==> src/rtl/cfg_loader_pkg.sv <==
// Shared types and constants for the configuration frame loader.
package cfg_loader_pkg;

    typedef enum logic [2:0] {
        ST_IDLE     = 3'd0,
        ST_LD_WAIT  = 3'd1,
        ST_LD_WRITE = 3'd2,
        ST_RB_READ  = 3'd3,
        ST_RB_HOLD  = 3'd4,
        ST_DONE     = 3'd5
    } state_e;

    localparam logic OP_LOAD     = 1'b0;
    localparam logic OP_READBACK = 1'b1;

endpackage

==> src/rtl/cfg_row_decoder.sv <==
// Registered one-hot row decode driving a true/complement wordline pair.
module cfg_row_decoder #(
    parameter int ROWS  = 16,
    parameter int ROW_W = $clog2(ROWS)
) (
    input  logic             clk,
    input  logic             reset,
    input  logic             en_i,
    input  logic [ROW_W-1:0] row_i,
    output logic [ROWS-1:0]  wl_o,
    output logic [ROWS-1:0]  wl_n_o
);

    logic [ROWS-1:0] wl_d, wl_q, wl_n_q;

    always_comb begin
        wl_d = '0;
        if (en_i) wl_d[row_i] = 1'b1;
    end

    // Both polarities come straight from flops so the pair never skews.
    always_ff @(posedge clk) begin
        if (reset) begin
            wl_q   <= '0;
            wl_n_q <= '1;
        end else begin
            wl_q   <= wl_d;
            wl_n_q <= ~wl_d;
        end
    end

    assign wl_o   = wl_q;
    assign wl_n_o = wl_n_q;

endmodule

==> src/rtl/cfg_frame_loader.sv <==
// Row-by-row load/readback sequencer for one column-group of config SRAM cells.
module cfg_frame_loader
    import cfg_loader_pkg::*;
#(
    parameter int ROWS  = 16,
    parameter int COLS  = 8,
    parameter int ROW_W = $clog2(ROWS)
) (
    input  logic            clk,
    input  logic            reset,
    input  logic            cmd_valid,
    output logic            cmd_ready,
    input  logic            cmd_op,
    input  logic            in_valid,
    input  logic [COLS-1:0] in_data,
    output logic            in_ready,
    output logic            out_valid,
    output logic [COLS-1:0] out_data,
    input  logic            out_ready,
    output logic [ROWS-1:0] wl_write,
    output logic [ROWS-1:0] wl_writeN,
    output logic [ROWS-1:0] wl_read,
    output logic [ROWS-1:0] wl_readN,
    output logic [COLS-1:0] bit_write,
    input  logic [COLS-1:0] bit_read,
    output logic            busy,
    output logic            done
);

    state_e          state_q, state_d;
    logic [ROW_W-1:0] row_q, row_d;
    logic [COLS-1:0] bit_write_q, bit_write_d;
    logic [COLS-1:0] out_data_q, out_data_d;
    logic            cmd_ready_q, in_ready_q, out_valid_q, busy_q, done_q;
    logic            last_row;

    assign last_row = (row_q == ROW_W'(ROWS - 1));

    always_comb begin
        state_d     = state_q;
        row_d       = row_q;
        bit_write_d = bit_write_q;
        out_data_d  = out_data_q;
        case (state_q)
            ST_IDLE: begin
                row_d = '0;
                if (cmd_valid)
                    state_d = (cmd_op == OP_READBACK) ? ST_RB_READ : ST_LD_WAIT;
            end
            ST_LD_WAIT: begin
                if (in_valid) begin
                    bit_write_d = in_data;
                    state_d     = ST_LD_WRITE;
                end
            end
            ST_LD_WRITE: begin
                if (last_row) begin
                    state_d = ST_DONE;
                end else begin
                    row_d   = row_q + ROW_W'(1);
                    state_d = ST_LD_WAIT;
                end
            end
            ST_RB_READ: begin
                out_data_d = bit_read;
                state_d    = ST_RB_HOLD;
            end
            ST_RB_HOLD: begin
                if (out_ready) begin
                    if (last_row) begin
                        state_d = ST_DONE;
                    end else begin
                        row_d   = row_q + ROW_W'(1);
                        state_d = ST_RB_READ;
                    end
                end
            end
            ST_DONE: begin
                row_d   = '0;
                state_d = ST_IDLE;
            end
            default: state_d = ST_IDLE;
        endcase
    end

    // Status flags are registered from the next state so they line up with state_q.
    always_ff @(posedge clk) begin
        if (reset) begin
            state_q     <= ST_IDLE;
            row_q       <= '0;
            bit_write_q <= '0;
            out_data_q  <= '0;
            cmd_ready_q <= 1'b1;
            in_ready_q  <= 1'b0;
            out_valid_q <= 1'b0;
            busy_q      <= 1'b0;
            done_q      <= 1'b0;
        end else begin
            state_q     <= state_d;
            row_q       <= row_d;
            bit_write_q <= bit_write_d;
            out_data_q  <= out_data_d;
            cmd_ready_q <= (state_d == ST_IDLE);
            in_ready_q  <= (state_d == ST_LD_WAIT);
            out_valid_q <= (state_d == ST_RB_HOLD);
            busy_q      <= (state_d != ST_IDLE);
            done_q      <= (state_d == ST_DONE);
        end
    end

    cfg_row_decoder #(.ROWS(ROWS), .ROW_W(ROW_W)) u_wr_dec (
        .clk    (clk),
        .reset  (reset),
        .en_i   (state_d == ST_LD_WRITE),
        .row_i  (row_d),
        .wl_o   (wl_write),
        .wl_n_o (wl_writeN)
    );

    cfg_row_decoder #(.ROWS(ROWS), .ROW_W(ROW_W)) u_rd_dec (
        .clk    (clk),
        .reset  (reset),
        .en_i   (state_d == ST_RB_READ),
        .row_i  (row_d),
        .wl_o   (wl_read),
        .wl_n_o (wl_readN)
    );

    assign cmd_ready = cmd_ready_q;
    assign in_ready  = in_ready_q;
    assign out_valid = out_valid_q;
    assign out_data  = out_data_q;
    assign bit_write = bit_write_q;
    assign busy      = busy_q;
    assign done      = done_q;

endmodule

==> config.mk <==
export PLATFORM = sky130hd
export DESIGN_NAME = cfg_frame_loader
export DESIGN_NICKNAME = d
export VERILOG_FILES = /design/src/rtl/cfg_loader_pkg.sv /design/src/rtl/cfg_row_decoder.sv /design/src/rtl/cfg_frame_loader.sv
export SDC_FILE = /design/constraint.sdc
export NUM_CORES = 1
export LEC_CHECK = 0
export CORE_MARGIN = 2
export CORE_UTILIZATION = 32
export CTS_CLUSTER_DIAMETER = 120
export DETAILED_ROUTE_END_ITERATION = 16
export GPL_ROUTABILITY_DRIVEN = 0
export PLACE_DENSITY = 0.62
export SYNTH_ARGS = -nofsm -noshare
export SYNTH_HDL_FRONTEND = slang
export SYNTH_SLANG_ARGS = --single-unit
export TNS_END_PERCENT = 20
==> constraint.sdc <==
create_clock -name clk -period 6.75 [get_ports clk]
set_clock_uncertainty 0.15 [all_clocks]
set_input_delay 2.025 -clock clk [delete_from_list [all_inputs] [get_ports clk]]
set_output_delay 2.025 -clock clk [all_outputs]
set_load 0.03 [all_outputs]
==> results.py <==
metrics = {
    "hold_path": {
        "hp-start": "out_data[2]",
        "hold_end": "out_data[2]",
        "min_path_cells": 2,
        "hp-class": "reg2reg",
    },
    "timing": {
        "final.setup.tns_ns": 0,
        "clock.fmax_mhz": 224.4,
        "hold_viol": 0,
        "slew_violations": 0,
        "setup_viol": 0,
        "min_period_over_period_pct": 66.03,
        "maxSlewHeadroom_pct": 23.31,
        "rsz0062_at_grt": "no",
        "fin_crit_ns": 4.457,
        "tightest_slew_ns": 1.148,
        "fin_hold_ws_ns": 0.3096,
    },
    "floorplan": {
        "die_area_um2": 10440,
        "die_h_um": 102.2,
        "core-area_um2": 9284,
        "rows": 35,
        "io_pins": 107,
        "initial_core_util_pct": 33.22,
        "fp.dieW_um": 102.2,
    },
    "worst_setup_path": {
        "worstSetupEndpointType": "register",
        "cp_max_fo": 24,
        "r2r_start": "state_q[0]",
        "rr_endpoint": "u_rd_dec.wl_n_o[14]",
        "rrSetupSlack_ns": 3.73,
        "path_class": "in2reg",
        "cp.arrival_ns": 4.55,
        "cp-start-kind": "input port",
        "cp-startpoint": "reset",
        "r2r_cells": 5,
        "cp.required_ns": 6.85,
    },
    "drt": {
        "wirelength_mm": 7.580,
        "wl_per_cell_um": 14.38,
        "post_drt_via_cell_ratio": 4.825,
        "drt_pass1_iterations": 4,
        "vias": 2543,
        "drt_iter0_markers": 114,
        "drc": 0,
        "ant_nets": 0,
    },
    "yosys": {
        "yosysMostFrequentCell": "dfxtp_1",
        "synth_top_area_share_pct": 59.72,
        "synth_area_um2": 3084,
        "synth-warning-count": 0,
        "yosys-top-cells-count": "92 x dfxtp_1, 27 x nor3_1, 26 x or3_1, 21 x nor2_1, 18 x clkbuf_1",
        "synth_xor_area_share_pct": 0.2840,
        "yosys.area_share.simple_pct": 23.53,
        "syn_avg_cell_area_um2": 10.32,
        "yosys_most_used_dff": "dfxtp_1",
        "async_reset_ff_share_pct": 0,
        "yosysUniqueCellTypes": 47,
        "synth_cells": 299,
        "synth_top_family_by_area": "simple AND/OR/NAND/NOR gates",
        "synth-compound-area-share_pct": 9.371,
        "synth_nets": 322,
        "synth_adder_area_share_pct": 0.4057,
        "synth.area.top_cells": "dfxtp_1 60%, or3_1 5.3%, nor3_1 4.4%, mux2i_1 2.6%, nor2_1 2.6%",
        "ys_seq_area_share_pct": 59.72,
        "ys_seq_elements": 92,
        "synth_edf_count": 0,
        "muxShareOfSynthArea_pct": 2.596,
        "synth_largest_area_cell": "dfxtp_1",
    },
    "clock_network": {
        "cts-root-buf": "clkbuf_8",
        "cts_buffers": 9,
        "postCtsSetupRepairBufs": 0,
        "cts_hold_buf": 0,
        "h-tree-depth": 3,
        "cts_tree": "built",
        "clk_pin_slew_ns": 0.09,
        "cts_resized": 0,
        "worstSkewPairLatency_ns": 0.35,
        "cts_num_sinks": 92,
        "cts.path.max_buffers": 2,
    },
    "global_route": {
        "grt_pass1_vias": 2456,
        "met3_usage_pct": 3.420,
        "antenna_found_initial": 0,
        "overflow": 0,
        "track_usage_pct": 14.87,
        "grt_max_degree": 33,
        "grtUsageMet2_pct": 24.60,
        "busiest_layer": "met2",
        "grt_pass1_wl_mm": 12.13,
        "met1_usage_pct": 18.85,
    },
    "pwr": {
        "powerDensity_nw_per_um2": 231.8,
        "ir_drop_mv": 0.1271,
        "leakage_uw": 0.001544,
    },
    "cells_and_area": {
        "insertedDiodeCount": 0,
        "drive_above_1_share_pct": 6.784,
        "nets": 416,
        "final_area_um2": 4417,
        "area_growth_pct": 43.20,
    },
    "place": {
        "dpl.hpwl_mm": 5.134,
        "port-buffer-count": 106,
        "place_area_um2": 4218,
    },
    "run": {
        "drv_cap": 0,
    },
    "status": {
        "status": "complete, no violations",
    },
}
[layer usage]
| layer | part of all wire (%) | up-vias |
|---|---|---|
| met2 | 49 | 65 |
| li1 | - | 1257 |
| met4 | 1.7 | 0 |
| met3 | 4.3 | 12 |
| met5 | 0 | - |
| met1 | 45 | 1209 |
[worst max path at each step]
stage	slack (ns)	endpoint	cells after the start
final	2.29	u_rd_dec.wl_n_o[14]	5
after global routing	2.10	u_rd_dec.wl_n_o[2]	5
after CTS	2.27	u_rd_dec.wl_n_o[14]	5
after detailed placement	1.89	u_rd_dec.wl_n_o[0]	5
after global placement	1.96	u_rd_dec.wl_n_o[0]	5
after floorplan	2.83	u_rd_dec.wl_n_o[4]	7
[power by group]
part           internal, uW  total [uW]  switching, uW  leakage [uW]
registers               552         560           8.58      0.000745
logic                  39.6        90.9           51.3      0.000700
clock network           176         373            197     0.0000992
[logic make-up after synthesis]
kind of cell / count (synthesis)
AND/OR/NAND/NOR: 130
flip-flops: 92
AO/OA/AOI/OAI: 39
buffers and inverters: 28
multiplexers: 8
XOR/XNOR: 1
adder cells (fa/ha/maj): 1
[cell type report]
type / count / area [um2]
clock buffers: 10 / 127.6
fillers: 892 / 4867
inverters: 2 / 7.507
well taps: 129 / 161.4
multi-input cells: 179 / 1124
clock inverters: 6 / 71.32
repair buffers: 109 / 1084
flip-flops and latches: 92 / 1842
[layout by cell type (no fill, tap or decap), drive strengths merged, types with 3 or more instances in the layout]
cell / netlist / routed
a21oi: 15 / 15
and3: 4 / 4
buf: 8 / 3
clkbuf: 18 / 10
clkdlybuf4s50: 0 / 106
dfxtp: 92 / 92
inv: 2 / 5
mux2i: 8 / 8
nand2: 14 / 14
nand3: 10 / 10
nor2: 21 / 21
nor3: 28 / 28
nor4: 9 / 9
o21a: 3 / 3
or3: 26 / 26
or4: 8 / 8
[flip-flops by register name, summed over array words and instances, names as in the netlist, 3 cells and up]
signal,flops
u_rd_dec.wl_n_o,16
bit_write,8
u_wr_dec.wl_o,16
row_q,4
state_q,3
u_rd_dec.wl_o,16
u_wr_dec.wl_n_o,16
out_data,8
[worst max-delay path: stages]
cell             delay [ns]
clkdlybuf4s50_1        0.84
inv_1                  0.29
o221ai_2               0.31
or3_1                  0.67
or3_1                  0.41
[metrics by stage]
step	total power (uW)	util (%)	worst slack (ns)	instances
2_1_floorplan	628.2	-	2.826	299
3_3_place_gp	662.8	45.43	1.964	511
3_5_place_dp	664.4	45.43	1.885	511
4_1_cts	1037	47.57	2.270	527
5_1_grt	1065	47.57	2.105	527
6_report	1024	47.57	2.293	527
Note: power is estimated with default switching activity, not from simulation.
